### config.mk
export PLATFORM = sky130hd
export DESIGN_NAME = alu_seq_hs
export DESIGN_NICKNAME = d
export VERILOG_FILES = /design/src/rtl/alu_pkg.sv /design/src/rtl/alu_mul_iter.sv /design/src/rtl/alu_seq_hs.sv
export SDC_FILE = /design/constraint.sdc
export NUM_CORES = 2
export LEC_CHECK = 0
export CORE_UTILIZATION = 45
export CTS_BUF_LIST = sky130_fd_sc_hd__clkbuf_8
export CTS_CLUSTER_SIZE = 10
export DETAILED_ROUTE_END_ITERATION = 10
export GPL_TIMING_DRIVEN = 0
export PLACE_DENSITY = 0.64
export SLEW_MARGIN = 20
export SYNTH_ARGS = -nofsm -noshare
export SYNTH_HDL_FRONTEND = slang
export SYNTH_SLANG_ARGS = --single-unit
### constraint.sdc
create_clock -name clk -period 12.67 [get_ports clk]
set_clock_uncertainty 0.05 [all_clocks]
set_input_delay 3.801 -clock clk [delete_from_list [all_inputs] [get_ports clk]]
set_output_delay 3.801 -clock clk [all_outputs]
set_load 0.05 [all_outputs]
### src/rtl/alu_pkg.sv
// alu_pkg: opcode and FSM state encodings shared by alu_seq_hs and alu_mul_iter
package alu_pkg;
    localparam logic [2:0] OP_ADD   = 3'b000;
    localparam logic [2:0] OP_SUB   = 3'b001;
    localparam logic [2:0] OP_AND   = 3'b010;
    localparam logic [2:0] OP_OR    = 3'b011;
    localparam logic [2:0] OP_PASSB = 3'b100;
    localparam logic [2:0] OP_SLT   = 3'b101;
    localparam logic [2:0] OP_MUL   = 3'b110;
    localparam logic [2:0] OP_RSVD  = 3'b111;
    typedef enum logic [1:0] {
        ST_IDLE = 2'd0,
        ST_MUL  = 2'd1,
        ST_HOLD = 2'd2
    } state_e;
endpackage

### src/rtl/alu_mul_iter.sv
// alu_mul_iter: iterative shift-add unsigned multiplier, one partial product per cycle
// Ports: clk, rst_n (async active-low); i_start latches i_a/i_b and restarts;
//        o_busy while iterating or presenting; o_done for one cycle with o_product valid.
module alu_mul_iter #(
    parameter int WIDTH = 64
) (
    input  logic               clk,
    input  logic               rst_n,
    input  logic               i_start,
    input  logic [WIDTH-1:0]   i_a,
    input  logic [WIDTH-1:0]   i_b,
    output logic               o_busy,
    output logic               o_done,
    output logic [2*WIDTH-1:0] o_product
);
    localparam int CW = $clog2(WIDTH + 1);
    logic [WIDTH-1:0]   r_mcand;
    logic [2*WIDTH-1:0] r_mplier;
    logic [2*WIDTH-1:0] r_acc;
    logic [CW-1:0]      r_cnt;
    logic               r_busy;
    // Done is raised once all WIDTH iterations are in the accumulator, so the
    // consumer registers the product one cycle after the last iteration.
    assign o_done    = r_busy && (r_cnt == CW'(WIDTH));
    assign o_busy    = r_busy;
    assign o_product = r_acc;
    always_ff @(posedge clk or negedge rst_n) begin
        if (!rst_n) begin
            r_mcand  <= '0;
            r_mplier <= '0;
            r_acc    <= '0;
            r_cnt    <= '0;
            r_busy   <= 1'b0;
        end else if (i_start) begin
            r_mcand  <= i_a;
            r_mplier <= {{WIDTH{1'b0}}, i_b};
            r_acc    <= '0;
            r_cnt    <= '0;
            r_busy   <= 1'b1;
        end else if (o_done) begin
            r_busy <= 1'b0;
        end else if (r_busy) begin
            if (r_mcand[0]) r_acc <= r_acc + r_mplier;
            r_mcand  <= r_mcand >> 1;
            r_mplier <= r_mplier << 1;
            r_cnt    <= r_cnt + CW'(1);
        end
    end
endmodule

### src/rtl/alu_seq_hs.sv
// alu_seq_hs: handshaked ALU with registered result and N/Z/C/V/err flags plus an iterative MUL
// Ports: clk, rst_n (async active-low); in_valid/in_ready with a, b, op (operand side);
//        out_valid/out_ready with c, zero, neg, carry, ovf, err (result side).
module alu_seq_hs
    import alu_pkg::*;
#(
    parameter int WIDTH  = 64,
    parameter bit MUL_EN = 1'b1
) (
    input  logic             clk,
    input  logic             rst_n,
    input  logic             in_valid,
    output logic             in_ready,
    input  logic [WIDTH-1:0] a,
    input  logic [WIDTH-1:0] b,
    input  logic [2:0]       op,
    output logic             out_valid,
    input  logic             out_ready,
    output logic [WIDTH-1:0] c,
    output logic             zero,
    output logic             neg,
    output logic             carry,
    output logic             ovf,
    output logic             err
);
    state_e             r_state;
    logic [WIDTH-1:0]   r_c;
    logic               r_out_valid, r_zero, r_neg, r_carry, r_ovf, r_err;
    logic               w_accept, w_is_mul, w_load, w_mul_busy, w_mul_done;
    logic [2*WIDTH-1:0] w_prod;
    logic [WIDTH:0]     w_sum, w_diff;
    logic [WIDTH-1:0]   w_alu_c, w_res;
    logic               w_alu_carry, w_alu_ovf, w_alu_err;
    logic               w_res_carry, w_res_ovf, w_res_err;
    assign in_ready = (r_state == ST_IDLE) && (!r_out_valid || out_ready);
    assign w_accept = in_valid && in_ready;
    assign w_is_mul = MUL_EN && (op == OP_MUL);
    assign w_sum    = {1'b0, a} + {1'b0, b};
    // Bit WIDTH of the difference is the borrow, so carry is its inverse.
    assign w_diff   = {1'b0, a} - {1'b0, b};
    always_comb begin
        w_alu_c     = '0;
        w_alu_carry = 1'b0;
        w_alu_ovf   = 1'b0;
        w_alu_err   = 1'b0;
        case (op)
            OP_ADD: begin
                w_alu_c     = w_sum[WIDTH-1:0];
                w_alu_carry = w_sum[WIDTH];
                w_alu_ovf   = (a[WIDTH-1] == b[WIDTH-1]) && (w_sum[WIDTH-1] != a[WIDTH-1]);
            end
            OP_SUB: begin
                w_alu_c     = w_diff[WIDTH-1:0];
                w_alu_carry = !w_diff[WIDTH];
                w_alu_ovf   = (a[WIDTH-1] != b[WIDTH-1]) && (w_diff[WIDTH-1] != a[WIDTH-1]);
            end
            OP_AND:   w_alu_c = a & b;
            OP_OR:    w_alu_c = a | b;
            OP_PASSB: w_alu_c = b;
            OP_SLT:   w_alu_c = {{(WIDTH-1){1'b0}}, $signed(a) < $signed(b)};
            OP_MUL:   w_alu_err = !MUL_EN;
            default:  w_alu_err = 1'b1;
        endcase
    end
    // In ST_MUL the only register load is the finished product.
    assign w_res       = (r_state == ST_MUL) ? w_prod[WIDTH-1:0] : w_alu_c;
    assign w_res_carry = (r_state == ST_MUL) ? |w_prod[2*WIDTH-1:WIDTH] : w_alu_carry;
    assign w_res_ovf   = (r_state == ST_MUL) ? 1'b0 : w_alu_ovf;
    assign w_res_err   = (r_state == ST_MUL) ? 1'b0 : w_alu_err;
    assign w_load      = ((r_state == ST_IDLE) && w_accept && !w_is_mul) ||
                         ((r_state == ST_MUL) && w_mul_done);
    generate
        if (MUL_EN) begin : g_mul
            alu_mul_iter #(.WIDTH(WIDTH)) u_mul (
                .clk       (clk),
                .rst_n     (rst_n),
                .i_start   (w_accept && w_is_mul),
                .i_a       (a),
                .i_b       (b),
                .o_busy    (w_mul_busy),
                .o_done    (w_mul_done),
                .o_product (w_prod)
            );
        end else begin : g_nomul
            assign w_mul_busy = 1'b0;
            assign w_mul_done = 1'b0;
            assign w_prod     = '0;
        end
    endgenerate
    always_ff @(posedge clk or negedge rst_n) begin
        if (!rst_n) begin
            r_state     <= ST_IDLE;
            r_out_valid <= 1'b0;
            r_c         <= '0;
            r_zero      <= 1'b0;
            r_neg       <= 1'b0;
            r_carry     <= 1'b0;
            r_ovf       <= 1'b0;
            r_err       <= 1'b0;
        end else begin
            if (w_load) begin
                r_c     <= w_res;
                r_zero  <= (w_res == '0);
                r_neg   <= w_res[WIDTH-1];
                r_carry <= w_res_carry;
                r_ovf   <= w_res_ovf;
                r_err   <= w_res_err;
            end
            case (r_state)
                ST_IDLE: begin
                    // Any accept implies the old result is gone; a MUL accept leaves nothing valid.
                    if (w_accept) r_out_valid <= !w_is_mul;
                    else if (out_ready) r_out_valid <= 1'b0;
                    if (w_accept && w_is_mul) r_state <= ST_MUL;
                end
                ST_MUL: begin
                    if (w_mul_done) begin
                        r_out_valid <= 1'b1;
                        r_state     <= ST_HOLD;
                    end else if (!w_mul_busy) begin
                        r_state <= ST_IDLE;
                    end
                end
                ST_HOLD: begin
                    if (out_ready) begin
                        r_out_valid <= 1'b0;
                        r_state     <= ST_IDLE;
                    end
                end
                default: r_state <= ST_IDLE;
            endcase
        end
    end
    assign out_valid = r_out_valid;
    assign c         = r_c;
    assign zero      = r_zero;
    assign neg       = r_neg;
    assign carry     = r_carry;
    assign ovf       = r_ovf;
    assign err       = r_err;
endmodule
## Word-level counts from Yosys, hierarchy flattened

Index checks and enable logic that the tools add are counted.
W data, S select, Z words.

| storage, ports and cells | value |
|---|---|
| flip-flop bits (word level) | 400 |
| bits of input ports | 135 |
| output and inout port bits | 71 |
| logic and storage cells | 97 |

| cells by class | value |
|---|---|
| add/sub/neg operators | 4 |
| order comparisons | 1 |
| equality and inequality tests | 18 |
| multiplexer cells | 32 |
| bitwise operators | 2 |
| reductions and logical operators | 27 |

Operators by type and width:

| cell | number |
|---|---|
| $mux W128 | 7 |
| $pmux W64 S6 | 1 |
| $mux W64 | 4 |
| $add A128 B128 Y128 | 1 |
| $add A64 B64 Y65 | 1 |
| $sub A64 B64 Y65 | 1 |
| $and A64 B64 Y64 | 1 |
| $logic_not A64 Y1 | 1 |
| $lt A64 B64 Y1 | 1 |
| $or A64 B64 Y64 | 1 |
| $reduce_or A64 Y1 | 1 |
| $mux W7 | 3 |
| $eq A3 B3 Y1 const B | 3 |
| $logic_and A1 B1 Y1 | 9 |
| $mux W1 | 9 |
| $mux W2 | 4 |
| $add A7 B1 Y7 const B | 1 |
| $eq A7 B7 Y1 const B | 1 |
| $reduce_or A7 Y1 | 1 |
| $eq A3 B2 Y1 const B | 2 |
| $pmux W2 S3 | 1 |
| $reduce_and A3 Y1 | 2 |
| $reduce_bool A2 Y1 | 3 |
| $ne A2 B1 Y1 const B | 2 |
| other kinds (15) | 23 |

## Depth between registers and ports, before layout

| logic depth | value |
|---|---|
| depth in word-level cells | 7 |
| mapped depth | 19 |
| gate-level depth less buffers | 19 |

## Modules after synthesis

From an unflattened synthesis, not the netlist that was laid out.

| second synthesis, totals | value |
|---|---|
| cells, all modules | 5169 |
| area, all modules | 38590.8 um^2 |

By module, submodules not included:

| module | instances | cells each | area each (um^2) | seq. area each (um^2) |
|---|---|---|---|---|
| alu_mul_iter | 1 | 2747 | 22449.0 | 8207.9 |
| alu_seq_hs | 1 | 2422 | 16141.7 | 1776.7 |

## Least setup slack after synthesis

No wires, ideal clock.

| timing path | value |
|---|---|
| path type | input to output |
| start point | input out_ready |
| end point | output in_ready |
| data arrival time | 4.359 ns |
| required time | 8.819 ns |
| path slack | 4.460 ns |
| cell stages on the path | 2 |
| buffers on the path | 0 |
| path through | nand2b_1 -> and2_1 |

| on the way | value |
|---|---|
| longest elaborated chain between the ends | 2 |

RTL lines:

| element | RTL line | text |
|---|---|---|
| start: declaration | alu_seq_hs.sv:18 | `input logic out_ready,` |
| $logic_or A1 B1 Y1 | alu_seq_hs.sv:35 | `assign in_ready = (r_state == ST_IDLE) && (!r_out_valid \|\| out_ready);` |
| $logic_and A1 B1 Y1 | alu_seq_hs.sv:35 |  |
| end: declaration | alu_seq_hs.sv:13 | `output logic in_ready,` |

Every way passes these cells.

## Worst setup path after layout

| timing path | value |
|---|---|
| start point | input op[0] |
| end point | register r_zero (netlist: zero) |

| on the way | value |
|---|---|
| longest elaborated chain between the ends | 4 |
| elaborated cells between the ends (all ways) | 13 |
| those cells by class | eq/ne (6); mux (2); reduce/logical (5) |

RTL lines:

| element | RTL line | text |
|---|---|---|
| start: declaration | alu_seq_hs.sv:16 | `input logic [2:0] op,` |
| $eq A3 B3 Y1, or another cell as far along | alu_seq_hs.sv:46 | `case (op)` |
| $pmux W64 S6 / $logic_not A1 Y1 (equally long branches) | alu_seq_hs.sv:46, alu_seq_hs.sv:70 |  |
| $mux W64 / $logic_and A1 B1 Y1 (equally long branches) | alu_seq_hs.sv:66, alu_seq_hs.sv:70 |  |
| $logic_not A64 Y1 / $logic_or A1 B1 Y1 (equally long branches) | alu_seq_hs.sv:103, alu_seq_hs.sv:70 |  |
| end signal: assignment | alu_seq_hs.sv:103 | `r_zero <= (w_res == '0);` |
| end: declaration | alu_seq_hs.sv:28 | `logic r_out_valid, r_zero, r_neg, r_carry, r_ovf, r_err;` |

Parallel ways exist; a longest one is shown, timed or not.
A chain may end at the register's enable or synchronous reset.

==> results.json <==
{
  "slew_headroom_pct": 9.76,
  "clock.fmax_ghz": 0.0938,
  "totalWireLength_mm": 155,
  "crit_arrival_ns": 11.24,
  "p_per_area_nw_per_um2": 221,
  "num_rows": 102,
  "status": "finished, violations left",
  "ys_types": 100,
  "synth_seq_area_share_pct": 28.2,
  "syn_nets": 5211,
  "syn-instance-count": 4737,
  "drt_iter0_markers": 4076,
  "synth_seq_cells": 399,
  "setup_viol": 0,
  "cp-end-kind": "flop",
  "layout_commonest_cell": "nand2_1",
  "cts_resized": 0,
  "max_cap_violations": 0,
  "fin_nets": 5497,
  "core_area_um2": 77600,
  "final_cell_mix": "nand2_1 (793), a21oi_1 (475), nor2_1 (442)",
  "finalWorstSetupSlack_ns": 2.01,
  "drt_pass1_iterations": 11,
  "area_growth_pct": 14.8,
  "syn_avg_cell_area_um2": 7.48,
  "vdd.ir_drop.worst_v": 0.000138,
  "timing.final.crit_period_ns": 10.66,
  "cts_setup_buffers": 0,
  "synth_edf_count": 0,
  "fin_total_pwr_mw": 8.99,
  "violations": "design-rule violations",
  "grt_pass1_vias": 35600,
  "io-pin-count": 206,
  "required_ns": 13.24,
  "place_ws_ns": 1.54,
  "numCtsBuffers": 76,
  "clkTransAtPathRegs_ns": 0.06,
  "drive_above_1_share_pct": 3.89,
  "slew_viol_final": 0,
  "routed_via_density": 6.19,
  "final_area_um2": 40600,
  "synth.cell_area_um2": 35400,
  "cts_tree": "built",
  "wl_per_cell_um": 25.2,
  "clkLatencyLatePin_ns": 0.72,
  "cts.path.max_buffers": 3,
  "ys_warn_count": 0,
  "io_buffers": 203,
  "ctsHtreeMaxLevel": 3,
  "die_area_um2": 79800,
  "synth-async-reset-ratio_pct": 100,
  "ant_nets": 0,
  "drc": 2,
  "grt_start_max_net_pins": 97,
  "grt_setup_unrepaired": "no",
  "route.vias.total": 37900,
  "final_core_utilization_pct": 52.4,
  "initial_core_util_pct": 45.6,
  "start_kind": "input port",
  "root_buffer": "clkbuf_8",
  "die_y_um": 283,
  "grt.overflow.total": 0,
  "antenna_found_initial": 8,
  "grt_pass1_wl_mm": 226,
  "cts_sinks": 399,
  "path_max_fanout": 11,
  "hold_path.class": "flop to flop",
  "final.hold.worst_slack_ns": 0.413,
  "critPathKind": "input port to flop",
  "period_share_pct": 84.2,
  "place_congestion": 1.06,
  "hold_viol": 0,
  "worst_pin_slew_ns": 1.35,
  "leakage_nw": 18.2,
  "die_w_um": 283,
  "grt_usage_pct": 38.0,
  "hpwl_mm": 122,
  "synth_flop_cell": "dfrtp_1",
  "holdBufCountCts": 0,
  "postPlaceCellArea_um2": 38900
}
==> worst paths after layout <==
check | start | endpoint | slack [ns] | cells past startpoint
setup / recovery | op[0] | zero | 2.01 | 15
hold / removal | c[49] | c[49] | 0.41 | 2
setup reg to reg | g_mul.u_mul.o_product[43] | g_mul.u_mul.o_product[127] | 6.76 | 17
hold reg to reg | c[49] | c[49] | 0.41 | 2
max in group asynchronous | rst_n | g_mul.u_mul.r_mplier[67] | 8.63 | 2
min in group asynchronous | rst_n | g_mul.u_mul.r_mcand[15] | 3.00 | 1
==> worst max-delay path, cell delays in order <==
cell,delay (ns)
clkbuf_1,0.44
clkbuf_1,0.61
clkbuf_1,0.64
clkbuf_1,0.77
clkbuf_1,0.82
clkbuf_1,0.93
clkbuf_2,0.65
a21oi_1,0.26
a221oi_1,0.30
o21ai_0,0.14
o22ai_1,0.57
o21ai_0,0.49
nor4_1,0.33
nand4_1,0.16
o31ai_1,0.28
==> state kept, by name, summed over array words and instances, names as in the netlist <==
| name | flops |
|---|---|
| r_state | 2 |
| c | 64 |
| g_mul.u_mul.o_busy | 1 |
| ovf | 1 |
| g_mul.u_mul.o_product | 128 |
| g_mul.u_mul.r_mplier | 128 |
| carry | 1 |
| zero | 1 |
| out_valid | 1 |
| g_mul.u_mul.r_mcand | 64 |
| g_mul.u_mul.r_cnt | 7 |
| err | 1 |
==> metrics by stage <==
stage               TNS [ns]  std cells
global placement    -4176.52       5980
floorplan                  0       4737
CTS                        0       6125
global route               0       6128
finish                     0       6132
detailed placement         0       5985
==> synth_stat cells (all sizes together) (11+ instances only) <==
cell type | n | share of area (%)
nand2 | 794 | 8.4
a21oi | 476 | 6.7
nor2 | 442 | 4.7
dfrtp | 399 | 28
o21ai | 350 | 5.0
ha | 336 | 12
clkbuf | 284 | 3.0
inv | 234 | 2.5
a31oi | 169 | 3.0
a21o | 126 | 2.7
xnor2 | 126 | 3.1
nand4 | 95 | 1.7
o21bai | 68 | 1.5
nand3 | 65 | 0.92
nor3 | 59 | 0.83
xor2 | 59 | 1.5
nor4 | 57 | 1.0
o31ai | 56 | 1.3
a211oi | 44 | 0.93
a221oi | 42 | 1.1
o211ai | 37 | 0.78
o21a | 31 | 0.66
nor2b | 30 | 0.53
buf | 26 | 0.31
nand2b | 22 | 0.39
o221ai | 21 | 0.54
a22o | 17 | 0.42
and3 | 17 | 0.30
and2 | 16 | 0.28
a221o | 15 | 0.42
or3 | 14 | 0.25
a21boi | 13 | 0.28
o31a | 13 | 0.32
or2 | 13 | 0.23
or4 | 13 | 0.28
mux2i | 12 | 0.34
a2111oi | 11 | 0.28
==> cell families (layout without fill, tap and decap cells) <==
kind of cell             after synthesis  after routing  share of synthesized area (%)
flip-flops                           399            399                           28.2
XOR/XNOR                             185            185                           4.58
AO/OA/AOI/OAI                       1584           1584                           28.3
multiplexers                          21             21                          0.657
adder cells (fa/ha/maj)              339            339                           12.0
other                                  0              7                              0
buffers and inverters                546            894                           5.82
AND/OR/NAND/NOR                     1663           1663                           20.5
==> where the power goes <==
part	switching (mW)	internal (mW)
clock network	0.633	0.836
registers	0.565	1.83
logic	3.41	1.71
==> per-layer routing <==
metal	up-vias	routed length, um	part of all wire, %	global-route usage, %
met4	10	7830	5.1	17.1
met1	18000	64200	42	50.3
met5	-	65	0.042	0
met2	1939	66200	43	58.3
li1	17500	-	-	-
met3	449	16200	11	9.39
==> area by class of cell <==
class / instances / area [um2]
fill: 7807 / 37000
multi-input combinational: 3792 / 23400
sequential: 399 / 9980
timing repair buffer: 208 / 2150
clock buffer: 100 / 1380
tap: 1040 / 1300
buffer: 310 / 1180
inverter: 236 / 886
clock inverter: 40 / 367
antenna: 7 / 17.5
Note: power is estimated with default switching activity, not from simulation.
